**src/rtl/prescaled_updown_counter.sv**
```systemverilog
// Up/down event counter stepped by an internal clk prescaler tick.
// Runtime modulus [0, mod_max], wrap or saturate, synchronous load, terminal-count pulse.
module prescaled_updown_counter #(
   parameter int CNT_W     = 8,
   parameter int PRESC_W   = 32,
   parameter int PRESC_DIV = 50000000
) (
   input  logic             clk,
   input  logic             reset,
   input  logic             en,
   input  logic             dir,
   input  logic             sat_mode,
   input  logic             load,
   input  logic [CNT_W-1:0] load_val,
   input  logic [CNT_W-1:0] mod_max,
   output logic [CNT_W-1:0] count,
   output logic             tick,
   output logic             tc
);

   localparam logic [PRESC_W-1:0] P_LAST = PRESC_W'(PRESC_DIV - 1);

   logic [PRESC_W-1:0] r_presc;
   logic [CNT_W-1:0]   r_count;
   logic               r_tick;
   logic               r_tc;

   logic               w_step;
   logic [CNT_W-1:0]   w_next_count;
   logic               w_bound;
   logic [CNT_W-1:0]   w_load_clamped;

   assign w_step         = en && (r_presc == P_LAST);
   assign w_load_clamped = (load_val > mod_max) ? mod_max : load_val;

   // Bound checks come before +1/-1, so the arithmetic can never overflow.
   always_comb begin
      // NOTE: defaults first so every path assigns both outputs and no latch is inferred.
      w_next_count = r_count;
      w_bound      = 1'b0;
      if (dir) begin
         if (r_count >= mod_max) begin
            w_bound      = 1'b1;
            w_next_count = sat_mode ? mod_max : '0;
         end else begin
            w_next_count = r_count + 1'b1;
         end
      end else begin
         if (r_count == '0) begin
            w_bound      = 1'b1;
            w_next_count = sat_mode ? '0 : mod_max;
         end else if (r_count > mod_max) begin
            w_next_count = mod_max;
         end else begin
            w_next_count = r_count - 1'b1;
         end
      end
   end

   // NOTE: non-blocking assignments so all registers update from pre-edge values.
   always_ff @(posedge clk) begin
      if (reset) begin
         r_presc <= '0;
         r_count <= '0;
         r_tick  <= 1'b0;
         r_tc    <= 1'b0;
      end else if (load) begin
         // Load wins over a coincident step, which is dropped.
         r_presc <= '0;
         r_count <= w_load_clamped;
         r_tick  <= 1'b0;
         r_tc    <= 1'b0;
      end else if (!en) begin
         r_tick  <= 1'b0;
         r_tc    <= 1'b0;
      end else if (w_step) begin
         r_presc <= '0;
         r_count <= w_next_count;
         r_tick  <= 1'b1;
         r_tc    <= w_bound;
      end else begin
         r_presc <= r_presc + 1'b1;
         r_tick  <= 1'b0;
         r_tc    <= 1'b0;
      end
   end

   assign count = r_count;
   assign tick  = r_tick;
   assign tc    = r_tc;

endmodule

```
**config.mk**
```make
export PLATFORM = sky130hd
export DESIGN_NAME = prescaled_updown_counter
export DESIGN_NICKNAME = d
export VERILOG_FILES = /design/src/rtl/prescaled_updown_counter.sv
export SDC_FILE = /design/constraint.sdc
export NUM_CORES = 1
export LEC_CHECK = 0
export BUFFER_PORTS_ARGS = -buffer_cell sky130_fd_sc_hd__buf_2
export CAP_MARGIN = 10
export CORE_ASPECT_RATIO = 1.5
export CORE_MARGIN = 2
export CORE_UTILIZATION = 63
export DETAILED_ROUTE_END_ITERATION = 7
export HOLD_SLACK_MARGIN = 0.15
export PLACE_DENSITY = 0.91
export SYNTH_ARGS = -nofsm -noshare
export SYNTH_HDL_FRONTEND = slang
export SYNTH_SLANG_ARGS = --single-unit
```
**constraint.sdc**
```tcl
create_clock -name clk -period 8 [get_ports clk]
set_clock_uncertainty 0.1 [all_clocks]
set_input_delay 2.4 -clock clk [delete_from_list [all_inputs] [get_ports clk]]
set_output_delay 2.4 -clock clk [all_outputs]
set_load 0.05 [all_outputs]
```
==> impl_table.tex <==
\begin{tabular}{lr}
\hline
Metric & Value \\
\hline
\multicolumn{2}{l}{\textbf{CTS}} \\
Hold buffers post-CTS & 0 \\
Clock root buffer master & sky130\_fd\_sc\_hd\_\_clkbuf\_8 \\
Number of buffers created by CTS & 5 \\
H-Tree Level Count & 2 \\
Clock-pin slew on the worst setup and hold paths & 0.08 ns \\
Count of cells resized by post-cts repair & 0 \\
Post-CTS Repair Setup Buffers & 0 \\
TritonCTS clock tree & built \\
Skew-Pair Late Insertion Delay & about 0.3 ns \\
CTS max path bufs & 2 \\
Number of clock sinks & 42 \\
\multicolumn{2}{l}{\textbf{Routing}} \\
First-pass DRT Iterations & 5 \\
Average wire length per cell after detail routing & 16.3 um \\
DRC violation count after routing & 0 \\
Detailed-route wire length & 7180 um \\
Total number of vias & 2762 \\
Vias per cell & 6.29 \\
Residual antenna-violating net count after detailed routing & 0 \\
DRT iter0 DRCs & approximately 210 \\
\multicolumn{2}{l}{\textbf{Placed design}} \\
Number of input and output port buffers inserted & 31 \\
Placement-stage worst setup slack & 2.81 ns \\
Estimated wirelength of the detail-placed design & 5220 um \\
Final RePlAce weighted congestion & 1.04 \\
\multicolumn{2}{l}{\textbf{Logic synthesis}} \\
Post-Synthesis Cell Area & 2890 um\^{}2 \\
Area leader, netlist & sky130\_fd\_sc\_hd\_\_dfxtp\_1 \\
Leading cell types by total area after synthesis & sky130\_fd\_sc\_hd\_\_dfxtp\_1 29\%, sky130\_fd\_sc\_hd\_\_ha\_1 8.6\%, sky130\_fd\_sc\_hd\_\_xor2\_1 8.5\%, sky130\_fd\_sc\_hd\_\_nor2\_1 6.9\%, sky130\_fd\_sc\_hd\_\_nand2\_1 3.9\% \\
Number of enable-type register cells in the synthesized netlist & 0 \\
Syn Inst Count & 365 \\
Yosys Warn Count & 0 \\
Share of synthesized flip-flops with an asynchronous set or reset & 0\% \\
Post-synthesis cell type count & 48 \\
Share of the yosys chip area belonging to registers & 29.1\% \\
Net count of the mapped netlist & 407 \\
Share of the synthesized area in the top cell type & 29.1\% \\
Most common flop cell mapped by yosys & sky130\_fd\_sc\_hd\_\_dfxtp\_1 \\
Avg Synthesized Cell Area & 7.93 um\^{}2 \\
Number of synthesized register bits & 42 \\
\multicolumn{2}{l}{\textbf{Final layout}} \\
Layout fillers & 357 \\
Layout cells sized above 1 & between 10\% and 20\% \\
Most frequent cells in the layout & 53 x sky130\_fd\_sc\_hd\_\_nor2\_1, 42 x sky130\_fd\_sc\_hd\_\_dfxtp\_1, 31 x sky130\_fd\_sc\_hd\_\_buf\_2 \\
Multi-input gate area & 1930 um\^{}2 \\
Syn-to-layout area delta & 8.52\% \\
Count of antenna diodes in the layout & 0 \\
Most frequent standard cell in the layout excluding fill and tap cells & sky130\_fd\_sc\_hd\_\_nor2\_1 \\
Layout net count & 432 \\
Register area & roughly 840 um\^{}2 \\
\multicolumn{2}{l}{\textbf{Setup path}} \\
Kind of critical path & in -> reg \\
Critical R2R Capture & count[6]\$\_SDFFE\_PP0P\_ \\
Arrival time of data at the critical path endpoint & 5.09 ns \\
CP bufs+invs & 1 \\
Worst-case reg-to-reg path depth & 9 \\
CP delay by family, top & compound AO/OA/AOI/OAI gates \\
Setup slack of the worst register-to-register path & 4.57 ns \\
Required @ worst endpoint & a little over 8 ns \\
Stage delay of the slowest cell on the critical path & 0.76 ns \\
Crit path launch type & input port \\
Cell with the biggest individual delay on the critical path & sky130\_fd\_sc\_hd\_\_a2111oi\_0 \\
Critical path peak fanout & 8 \\
Critical R2R Launch & count[0]\$\_SDFFE\_PP0P\_ \\
Element type at the critical path end & register \\
Critical-path cell list & buf\_2, ha\_1, nand2b\_1, a2111oi\_0, o21bai\_1, and2\_1, a211oi\_1, nor3\_1, and3\_1 \\
\multicolumn{2}{l}{\textbf{GRT}} \\
Total grt overflow & 0 \\
Overall Global Routing Usage & 29.8\% \\
Met3 GRT Util & slightly above 7\% \\
Met2 layer usage reported by global route & about half \\
GR peak layer & met2 \\
Wire length of the first global-routing pass & about 12000 um \\
GR met1 Demand/Resource & approximately 31\% \\
Pin count of the biggest net entering global routing & 31 \\
Number of global-route vias before repair & about 2700 \\
Number of antenna violations at the first check in global routing & 0 \\
\multicolumn{2}{l}{\textbf{STA}} \\
Worst Max-Slew Pin Slew & 1.19 ns \\
Final Slew Violations & 0 \\
Accumulated negative setup slack & 0 ns \\
Fin worst setup slack & about 3 ns \\
Endpoints failing hold & 0 \\
Relative slew slack & 20.5\% \\
Final setup viols & 0 \\
Min Tclk post-route & roughly 5 ns \\
Tcrit/Tclk final & between 60\% and 70\% \\
Max Clock Freq & 201 MHz \\
RSZ-0062 raised after global routing & false \\
Worst hold slack across all endpoints & 0.407 ns \\
\multicolumn{2}{l}{\textbf{Floorplanning}} \\
Initial standard-cell utilization of the core & 64.8\% \\
Area of the core & 4470 um\^{}2 \\
X dimension of the die & 59.3 um \\
Top-Level Pins & 32 \\
Die outline area & slightly above 5000 um\^{}2 \\
Die extent in y & 87.0 um \\
Number of core rows & 30 \\
\multicolumn{2}{l}{\textbf{Run}} \\
Number of max-cap violations & 0 \\
\multicolumn{2}{l}{\textbf{Hold path}} \\
Worst min-delay path category & reg -> reg \\
Worst Hold Path EP & r\_presc[19]\$\_SDFFE\_PP0P\_ \\
Count of cells along the worst hold path & 2 \\
Launch instance of the worst min-delay path & r\_presc[19]\$\_SDFFE\_PP0P\_ \\
\multicolumn{2}{l}{\textbf{Power}} \\
Overall power & 0.472 mW \\
Cell area power density & 150 nW/um\^{}2 \\
Peak supply drop & 125 uV \\
Lkg Pwr & 1.25 nW \\
\multicolumn{2}{l}{\textbf{Run status}} \\
Run status & complete, no violations \\
\hline
\end{tabular}
[metrics by stage]
step / area (um^2) / instances / utilization [%]
after global placement: 3050 / 431 / 68.2
after detailed placement: 3050 / 431 / 68.2
after floorplan: 2890 / 365 / -
after global routing: 3140 / 439 / 70.3
after CTS: 3140 / 439 / 70.3
final: 3140 / 439 / 70.3
[routing by layer]
layer	vias up	share of wire, %
met4	0	5.4
met5	-	0
met1	1291	38
met3	26	5.9
li1	1337	-
met2	108	51
[worst max path at each step]
stage,startpoint,end,slack (ns),depth (start not counted)
global placement,mod_max[0],count[5]$_SDFFE_PP0P_,2.88,9
finish,mod_max[0],count[6]$_SDFFE_PP0P_,3.01,9
global route,mod_max[0],count[2]$_SDFFE_PP0P_,3.01,9
detailed placement,mod_max[0],count[6]$_SDFFE_PP0P_,2.81,9
floorplan,mod_max[0],count[2]$_SDFFE_PP0P_,3.45,9
CTS,mod_max[0],count[6]$_SDFFE_PP0P_,3.13,9
[power breakdown]
group	leakage (nW)	switching (mW)	internal, mW
sequential	0.340	0.00884	0.213
combinational	0.863	0.0665	0.0375
clock	0.0472	0.0768	0.0694
total	1.25	0.152	0.319
[synthesized netlist by cell type, drive strengths merged (2+ instances only)]
| cell | count |
|---|---|
| o21a | 2 |
| a21oi | 15 |
| or2 | 4 |
| buf | 3 |
| nor3 | 12 |
| xor2 | 28 |
| and2 | 4 |
| dfxtp | 42 |
| or3 | 5 |
| mux2i | 8 |
| nand2 | 30 |
| and4 | 3 |
| nand3b | 2 |
| a221o | 6 |
| nand2b | 6 |
| xnor2 | 11 |
| o21ai | 4 |
| o211ai | 3 |
| nand3 | 16 |
| a211oi | 7 |
| ha | 20 |
| nor2 | 53 |
| nor4 | 4 |
| and3 | 8 |
| clkbuf | 10 |
| nand4 | 17 |
| inv | 15 |
| or4 | 3 |
| nor2b | 9 |
| nor4bb | 2 |
| o21bai | 2 |
[kinds of logic (layout without fill, tap and decap cells)]
group / Yosys count / in the layout / synth area share (%)
muxes: 9 / 9 / 3.16
adders and majority gates: 20 / 20 / 8.65
AOI/OAI and AO/OA: 48 / 48 / 11.5
and+or+nand+nor: 179 / 179 / 31.6
xor gates and xnor gates: 39 / 39 / 11.8
DFF: 42 / 42 / 29.1
buffers and inverters: 28 / 54 / 4.15
[state kept, by name (all words and copies together), names as in the netlist]
| signal | count |
|---|---|
| tc | 1 |
| count | 8 |
| r_presc | 32 |
| tick | 1 |
[worst register-to-register path: cells and delay by family, from the launching register on]
kind / cells / cell delay, ns
flip-flops: 1 / 0.46
adder cells (fa/ha/maj): 1 / 0.32
AO/OA/AOI/OAI: 3 / 1.49
buffers and inverters: 1 / 0.19
AND/OR/NAND/NOR: 4 / 0.79
[layout make-up]
cell class,instances,area share [%]
clock buffer,6,2.63
timing repair buffer,31,4.94
sequential,42,26.8
tap,48,1.91
multi-input combinational,295,61.6
inverter,15,1.79
clock inverter,2,0.398
No activity file was read; power rests on OpenSTA's default activity.
